===== src/rtl/reg_dump_reader_pkg.sv =====
`default_nettype none
// ============================================================================
// Module   : reg_dump_reader_pkg
// Brief    : Shared register-file geometry and dump FSM state encoding.
// Revision : 1.0 - initial release
// ============================================================================
package reg_dump_reader_pkg;

    localparam int REG_DATA_W = 16;
    localparam int REG_ADDR_W = 3;

    typedef enum logic [1:0] {
        ST_IDLE  = 2'd0,
        ST_RUN   = 2'd1,
        ST_DRAIN = 2'd2
    } dump_state_t;

endpackage : reg_dump_reader_pkg
`default_nettype wire


===== src/rtl/reg_dump_reader.sv =====
`default_nettype none
// ============================================================================
// Module   : reg_dump_reader
// Brief    : Streams a run of register-file words out through a one-entry
//            valid/ready output slot, then pulses done.
// Revision : 1.0 - initial release
// ============================================================================
module reg_dump_reader
    import reg_dump_reader_pkg::*;
#(
    parameter int DATA_W = REG_DATA_W,
    parameter int ADDR_W = REG_ADDR_W
) (
    input  logic              clk,
    input  logic              rst,
    input  logic              start,
    input  logic [ADDR_W-1:0] first_addr,
    input  logic [ADDR_W:0]   count,
    output logic [ADDR_W-1:0] rd_addr,
    input  logic [DATA_W-1:0] rd_data,
    output logic              out_valid,
    input  logic              out_ready,
    output logic [DATA_W-1:0] out_data,
    output logic [ADDR_W-1:0] out_addr,
    output logic              out_last,
    output logic              busy,
    output logic              done
);

    localparam logic [ADDR_W-1:0] c_addr_one = {{(ADDR_W-1){1'b0}}, 1'b1};
    localparam logic [ADDR_W:0]   c_rem_one  = {{ADDR_W{1'b0}}, 1'b1};
    localparam logic [ADDR_W:0]   c_rem_zero = '0;

    dump_state_t       r_state,     w_state_nxt;
    logic [ADDR_W-1:0] r_cur_addr,  w_cur_addr_nxt;
    logic [ADDR_W:0]   r_remaining, w_remaining_nxt;
    logic              r_out_valid, w_out_valid_nxt;
    logic              r_out_last,  w_out_last_nxt;
    logic [DATA_W-1:0] r_out_data,  w_out_data_nxt;
    logic [ADDR_W-1:0] r_out_addr,  w_out_addr_nxt;
    logic              r_done,      w_done_nxt;
    logic              w_slot_free;

    assign w_slot_free = !r_out_valid || out_ready;

    always_comb begin
        w_state_nxt     = r_state;
        w_cur_addr_nxt  = r_cur_addr;
        w_remaining_nxt = r_remaining;
        w_out_valid_nxt = r_out_valid;
        w_out_last_nxt  = r_out_last;
        w_out_data_nxt  = r_out_data;
        w_out_addr_nxt  = r_out_addr;
        w_done_nxt      = 1'b0;

        case (r_state)
            ST_IDLE: begin
                if (start) begin
                    if (count != c_rem_zero) begin
                        w_cur_addr_nxt  = first_addr;
                        w_remaining_nxt = count;
                        w_state_nxt     = ST_RUN;
                    end else begin
                        w_done_nxt = 1'b1;
                    end
                end
            end
            ST_RUN: begin
                // Capture only when the slot is empty or being emptied this cycle.
                if (w_slot_free) begin
                    w_out_data_nxt  = rd_data;
                    w_out_addr_nxt  = r_cur_addr;
                    w_out_valid_nxt = 1'b1;
                    w_out_last_nxt  = (r_remaining == c_rem_one);
                    w_cur_addr_nxt  = r_cur_addr + c_addr_one;
                    w_remaining_nxt = r_remaining - c_rem_one;
                    if (r_remaining == c_rem_one) begin
                        w_state_nxt = ST_DRAIN;
                    end
                end
            end
            ST_DRAIN: begin
                if (out_ready) begin
                    w_out_valid_nxt = 1'b0;
                    w_out_last_nxt  = 1'b0;
                    w_done_nxt      = 1'b1;
                    w_cur_addr_nxt  = '0;
                    w_remaining_nxt = '0;
                    w_state_nxt     = ST_IDLE;
                end
            end
            default: begin
                w_state_nxt = ST_IDLE;
            end
        endcase
    end

    always_ff @(posedge clk) begin
        if (rst) begin
            r_state     <= ST_IDLE;
            r_cur_addr  <= '0;
            r_remaining <= '0;
            r_out_valid <= 1'b0;
            r_out_last  <= 1'b0;
            r_out_data  <= '0;
            r_out_addr  <= '0;
            r_done      <= 1'b0;
        end else begin
            r_state     <= w_state_nxt;
            r_cur_addr  <= w_cur_addr_nxt;
            r_remaining <= w_remaining_nxt;
            r_out_valid <= w_out_valid_nxt;
            r_out_last  <= w_out_last_nxt;
            r_out_data  <= w_out_data_nxt;
            r_out_addr  <= w_out_addr_nxt;
            r_done      <= w_done_nxt;
        end
    end

    assign rd_addr   = r_cur_addr;
    assign out_valid = r_out_valid;
    assign out_last  = r_out_last;
    assign out_data  = r_out_data;
    assign out_addr  = r_out_addr;
    assign done      = r_done;
    assign busy      = (r_state != ST_IDLE);

endmodule : reg_dump_reader
`default_nettype wire


===== config.mk =====
export PLATFORM = sky130hd
export DESIGN_NAME = reg_dump_reader
export DESIGN_NICKNAME = d
export VERILOG_FILES = /design/src/rtl/reg_dump_reader_pkg.sv /design/src/rtl/reg_dump_reader.sv
export SDC_FILE = /design/constraint.sdc
export NUM_CORES = 1
export LEC_CHECK = 0
export ABC_AREA = 1
export BUFFER_PORTS_ARGS = -buffer_cell sky130_fd_sc_hd__buf_2
export CORE_ASPECT_RATIO = 1.25
export CORE_UTILIZATION = 49
export DETAILED_ROUTE_END_ITERATION = 8
export HOLD_SLACK_MARGIN = 0.05
export PLACE_DENSITY = 0.79
export RECOVER_POWER = 100
export SLEW_MARGIN = 20
export SYNTH_ARGS = -nofsm -noshare
export SYNTH_HDL_FRONTEND = slang
export SYNTH_SLANG_ARGS = --single-unit

===== constraint.sdc =====
create_clock -name clk -period 2 [get_ports clk]
set_input_delay 0.2 -clock clk [delete_from_list [all_inputs] [get_ports clk]]
set_output_delay 0.2 -clock clk [all_outputs]
set_load 0.01 [all_outputs]

# Yosys cells after proc, flatten, opt, wreduce, memory -nomap -nowiden
# Cells that the tools add are included.
[totals]
latch_bits = 0
output_inout_bits = 26
register_bits = 31
word_cells = 54
romBits = 0
ramBits = 0
memories = 0
[classes]
shifts = 0
add_sub_neg = 2
n_reduce_logical = 11
bitwise_logic = 0
mul = 0
eq_ne = 8
mux = 25
n_div = 0
n_lt_le_gt_ge = 0
[ops]
columns = ["operator", "n"]
rows = [
  ["$mux 4", 4],
  ["$mux 3", 4],
  ["$pmux 4 s3", 1],
  ["$mux 2", 5],
  ["$ne 2x2->1 const B", 5],
  ["$reduce_and 5->1", 2],
  ["$pmux 3 s3", 1],
  ["$mux 1", 6],
  ["$pmux 1 s2", 3],
  ["$pmux 2 s3", 1],
  ["$eq 4x1->1 const B", 1],
  ["$reduce_bool 2->1", 2],
  ["$reduce_bool 4->1", 1],
  ["$sub 4x1->4 const B", 1],
  ["$add 3x1->3 const B", 1],
  ["$reduce_and 3->1", 1],
  ["$reduce_bool 3->1", 1],
  ["$eq 2x1->1 const B", 1],
  ["$eq 2x2->1 const B", 1],
  ["$logic_not 2->1", 1],
  ["$reduce_and 2->1", 1],
  ["$logic_not 1->1", 1],
  ["$logic_or 1x1->1", 1],
]

# Logic depth before layout (Yosys ltp)
[logic_depth]
ltp_word = 4
mapped_depth = 10
mapped_depth_nobuf = 10

# Worst setup path after synthesis
# OpenSTA, ideal clock, no wires.
[synth_path]
path_kind = "reg2reg"
startpoint = "reg r_state[0]"
endpoint = "reg r_cur_addr[1] (netlist: rd_addr[1])"
arrival_time_ps = 1259
stages_incl_launch_ff = 11
setup_slack_ps = 629
cell_sequence = "dfxtp_1 inv_1 ha_1 inv_1 nand2_1 nand2_2 nand2_2 nor2_4 nand2_1 nand2_1 nor2_1"
[synth_between]
elab_chain_len = 3
elab_cells_between_ends = 10
classes_between = "eq/ne: 6; mux: 1; reduce/logical: 3"
[synth_lines]
columns = ["item", "line", "rtl"]
rows = [
  ["start, declared", "reg_dump_reader.sv:34", "dump_state_t r_state, w_state_nxt;"],
  ["start signal, assigned", "reg_dump_reader.sv:109", "r_state <= w_state_nxt;"],
  ["$eq 2x1->1, or another cell as far along", "reg_dump_reader.sv:56", "case (r_state)"],
  ["$ne 2x2->1 (no line) / $reduce_bool 3->1 (equally long branches)", "n/a", ""],
  ["$reduce_and 5->1 (no line)", "n/a", ""],
  ["end signal, assigned", "reg_dump_reader.sv:110", "r_cur_addr <= w_cur_addr_nxt;"],
  ["end, declared", "reg_dump_reader.sv:35", "logic [ADDR_W-1:0] r_cur_addr, w_cur_addr_nxt;"],
]
# Parallel ways exist; a longest one is shown, timed or not.
# A chain may end at the register's enable or synchronous reset.

# Worst setup path in the final report
[layout_path]
startpoint = "reg r_state[1]"
endpoint = "reg r_out_last (netlist: out_last)"
[layout_between]
elab_chain_len = 3
elab_cells_between_ends = 7
classes_between = "eq/ne: 4; mux: 1; reduce/logical: 2"
[layout_lines]
columns = ["item", "line", "rtl"]
rows = [
  ["$eq 2x1->1 / $eq 2x2->1 (equally long branches)", "reg_dump_reader.sv:56", ""],
  ["$ne 2x2->1 (no line) / $reduce_bool 2->1 (equally long branches)", "n/a", ""],
  ["$reduce_and 3->1 (no line)", "n/a", ""],
  ["end signal, assigned", "reg_dump_reader.sv:113", "r_out_last <= w_out_last_nxt;"],
  ["end, declared", "reg_dump_reader.sv:38", "logic r_out_last, w_out_last_nxt;"],
]
# Parallel ways exist; a longest one is shown, timed or not.

==> results by group <==
Cells and area
  • ANT cells: 0
  • Multi-input gate area: 747 um^2
  • Area grow syn2layout: 19.0%
  • Nets@finish: 307
  • Share of cells above drive strength 1: 0.154
  • Fill cells: 314
  • Register area: 621 um^2

Drt
  • Drc violations: 0
  • DRT antenna net count: 0
  • Per-cell routed wire length: 10.4 um
  • Drt initial violations: 30
  • Via count: 1,456
  • Drt total wl: 3.20 mm
  • First-pass DRT Iterations: 4
  • Vias/cell: 4.73

Clocking
  • Cts bufs inserted: 5
  • CTS resizes: 0
  • Worst-Skew Late Latency: 0.32 ns
  • # H-tree levels: 2
  • TritonCTS Sinks: 31
  • Clk buf depth: 2
  • CTS tree: done
  • Setup bufs post-CTS: 0
  • Clock transition at the registers of the reported paths: 0.10 ns
  • CTS Root Cell: clkbuf_4
  • Hold_buf cts: 0

STA
  • Post-layout min period: 1.70 ns
  • Max Slew Vio Count: 0
  • Clock Skew: 0.0159 ns
  • Worst-Margin Slew: 0.510 ns
  • Setup ws final: 0.300 ns
  • Setup TNS: 0 ns
  • Hold Violations, Final: 0
  • Ratio of final minimum period to clock period: 0.850
  • Slew HR: 0.660
  • Unrepaired setup endpoints after global routing: no
  • Final setup viols: 0
  • Max Freq: 588 MHz

Power and ir drop
  • Static Leak: 0.890 nW
  • Net switching power: 0.00122 W
  • Power Dens Cells: 1510 nW/um^2
  • Sequential power share: 0.384
  • Peak supply drop: 0.000952 V
  • Combinational Power Share: 0.483
  • Switching Share: 0.450
  • Clock Power Share: 0.133
  • Internal power: 0.00149 W

Place
  • Placement Setup Slack: 0.409 ns
  • Count of input and output buffers: 52
  • RePlAce Congestion: 0.789
  • Hpwl dp: 2.39 mm

Critical path
  • Critical path data arrival time: 1.96 ns
  • CP startpoint: r_state[1]
  • Worst path top cell family by delay: compound AO/OA/AOI/OAI gates
  • Crit path kind: flop to flop
  • CP peak stage delay: 0.40 ns
  • Data required, critical path: 2.26 ns
  • Max stage delay cell, worst path: a21oi_2
  • Max FO, Critical Path: 12
  • Worst R2R Start: r_state[1]
  • Critical path launch point type: flop
  • Crit path cell chain: inv_1 -> ha_1 -> inv_2 -> a21oi_2 -> buf_4 -> nand3_1 -> a21oi_1
  • Bufs and invs on worst path: 3
  • CP Capture Type: flop

GRT
  • Largest net degree at the start of global routing: 29
  • Overflow after GRT: 0
  • Met3 GRT Util: 0.0524
  • Initial antenna violation count: 0
  • First-pass GRT wire length: 5.36 mm
  • GRT busiest layer: met2
  • Grt met1 use: 0.250
  • Vias in the first global route: 1,333
  • Tot GR Track Use: 0.215
  • Met2 Track Usage GR: 0.365

Synth
  • Post-Synth Simple-Gate Area: 0.313
  • Synth Net Count: 251
  • Synth Cell Area: 1510 um^2
  • Yosys Warn Count: 0
  • Leading area contributor after synthesis: dfxtp_1
  • Largest family of logic cells by synthesized area: simple AND/OR/NAND/NOR gates
  • Yosys reg bits: 31
  • Syn Area/Cell: 6.97 um^2
  • Compound-Gate Fraction of Synth Area: 0.126
  • Post-synthesis sequential area ratio: 0.412
  • Area share of xor/xnor cells in the synthesized design: 0
  • Post-synthesis mux area share: 0
  • Top cell type's share of synthesized area: 0.412
  • Mapped Cells: 216
  • Largest cells by area after synthesis: dfxtp_1 (41%), nor2_1 (16%), nand2_1 (9.5%)
  • Synth Area in Adders: 0.0664
  • Synth cell types: 22

Die
  • Die area: 3300 um^2
  • Height of the die: 64.0 um
  • Top-level port count: 53
  • Row count: 22
  • Core region area: 2920 um^2
  • Chip Width: 51.6 um
  • Initial Util: 0.516

Min path
  • HP Class: input port to flop
  • HP Start: rst

Status
  • Status: completed

Flow run
  • Max-cap violations: 0
layer usage:
layer / up-vias / part of all wire
li1: 784 / -
met1: 631 / 0.45
met2: 39 / 0.49
met3: 2 / 0.047
met4: 0 / 0.0075
met5: - / 0
per-stage QoR:
step	hold WS, ns	util	area [um^2]	cells	power [W]
final	0.102	0.614	1790	308	0.00271
after global routing	0.0883	0.614	1790	308	0.00298
after CTS	0.0865	0.631	1840	308	0.00281
after detailed placement	0.428	0.611	1780	301	0.00244
after global placement	0.422	0.611	1780	301	0.00243
after floorplan	0.262	-	1510	216	0.00206
synthesized netlist by cell type:
master,count
o21ai_0,21
a21oi_1,4
nor2_2,3
buf_6,3
ha_1,8
nand3_1,8
clkbuf_1,1
clkinv_1,1
nor2_4,1
nand2_1,38
dfxtp_1,31
nand2_2,2
inv_2,1
a21oi_4,1
inv_4,1
inv_1,18
o21ai_1,5
a21boi_0,2
a21oi_2,1
buf_2,1
nor2_1,64
nand4_1,1
power groups by stage:
stage | sequential (W) | combinational, W | clock (W)
detailed placement | 0.00105 | 0.00139 | 0
finish | 0.00104 | 0.00131 | 0.000359
CTS | 0.00104 | 0.00140 | 0.000375
global route | 0.00107 | 0.00151 | 0.000402
floorplan | 0.00112 | 0.000938 | 0
global placement | 0.00105 | 0.00137 | 0
flip-flops by register name, summed over array words and instances (netlist names):
| register | flops |
|---|---|
| out_valid | 1 |
| r_remaining | 4 |
| r_state | 2 |
| out_addr | 3 |
| done | 1 |
| out_last | 1 |
| rd_addr | 3 |
| out_data | 16 |
kinds of logic after synthesis:
group / Yosys count
adders and majority gates: 8
buffers and inverters: 26
DFF: 31
AOI/OAI and AO/OA: 34
and+or+nand+nor: 117
final timing paths:
check / endpoint / slack [ns] / cells after the start
worst min-delay path: out_valid / 0.10 / 2
worst min register to register: out_last / 0.48 / 2
worst max register to register: out_last / 0.30 / 7
worst max-delay path: out_last / 0.30 / 7
cells in the final DEF (no fill, tap or decap):
| cell | synthesis | final |
|---|---|---|
| a21boi_0 | 2 | 2 |
| a21oi_1 | 4 | 4 |
| a21oi_2 | 1 | 2 |
| buf_2 | 1 | 26 |
| buf_4 | 0 | 2 |
| clkbuf_1 | 1 | 26 |
| clkbuf_4 | 0 | 5 |
| clkbuf_8 | 0 | 1 |
| clkinv_1 | 1 | 1 |
| clkinv_2 | 0 | 1 |
| dfxtp_1 | 31 | 31 |
| ha_1 | 8 | 8 |
| inv_1 | 18 | 18 |
| inv_2 | 1 | 1 |
| inv_4 | 1 | 1 |
| nand2_1 | 38 | 40 |
| nand3_1 | 8 | 8 |
| nand4_1 | 1 | 1 |
| nor2_1 | 64 | 65 |
| nor2_2 | 3 | 2 |
| nor2_4 | 1 | 1 |
| o21ai_0 | 21 | 25 |
| o21ai_1 | 5 | 1 |
worst reg2reg max path: cells and delay by family, from the launching register on:
kind | cells | cell delay [ns]
AOI/OAI and AO/OA | 2 | 0.54
and+or+nand+nor | 1 | 0.08
DFF | 1 | 0.35
adders and majority gates | 1 | 0.26
buffers and inverters | 3 | 0.43
cell type report:
cell class	count	area share
multi-input cells	159	0.417
flip-flops and latches	31	0.346
repair buffers	54	0.135
inverters	21	0.0454
clock buffers	6	0.0286
well taps	36	0.0251
clock inverters	1	0.00279
(Power assumes the default switching activity.)
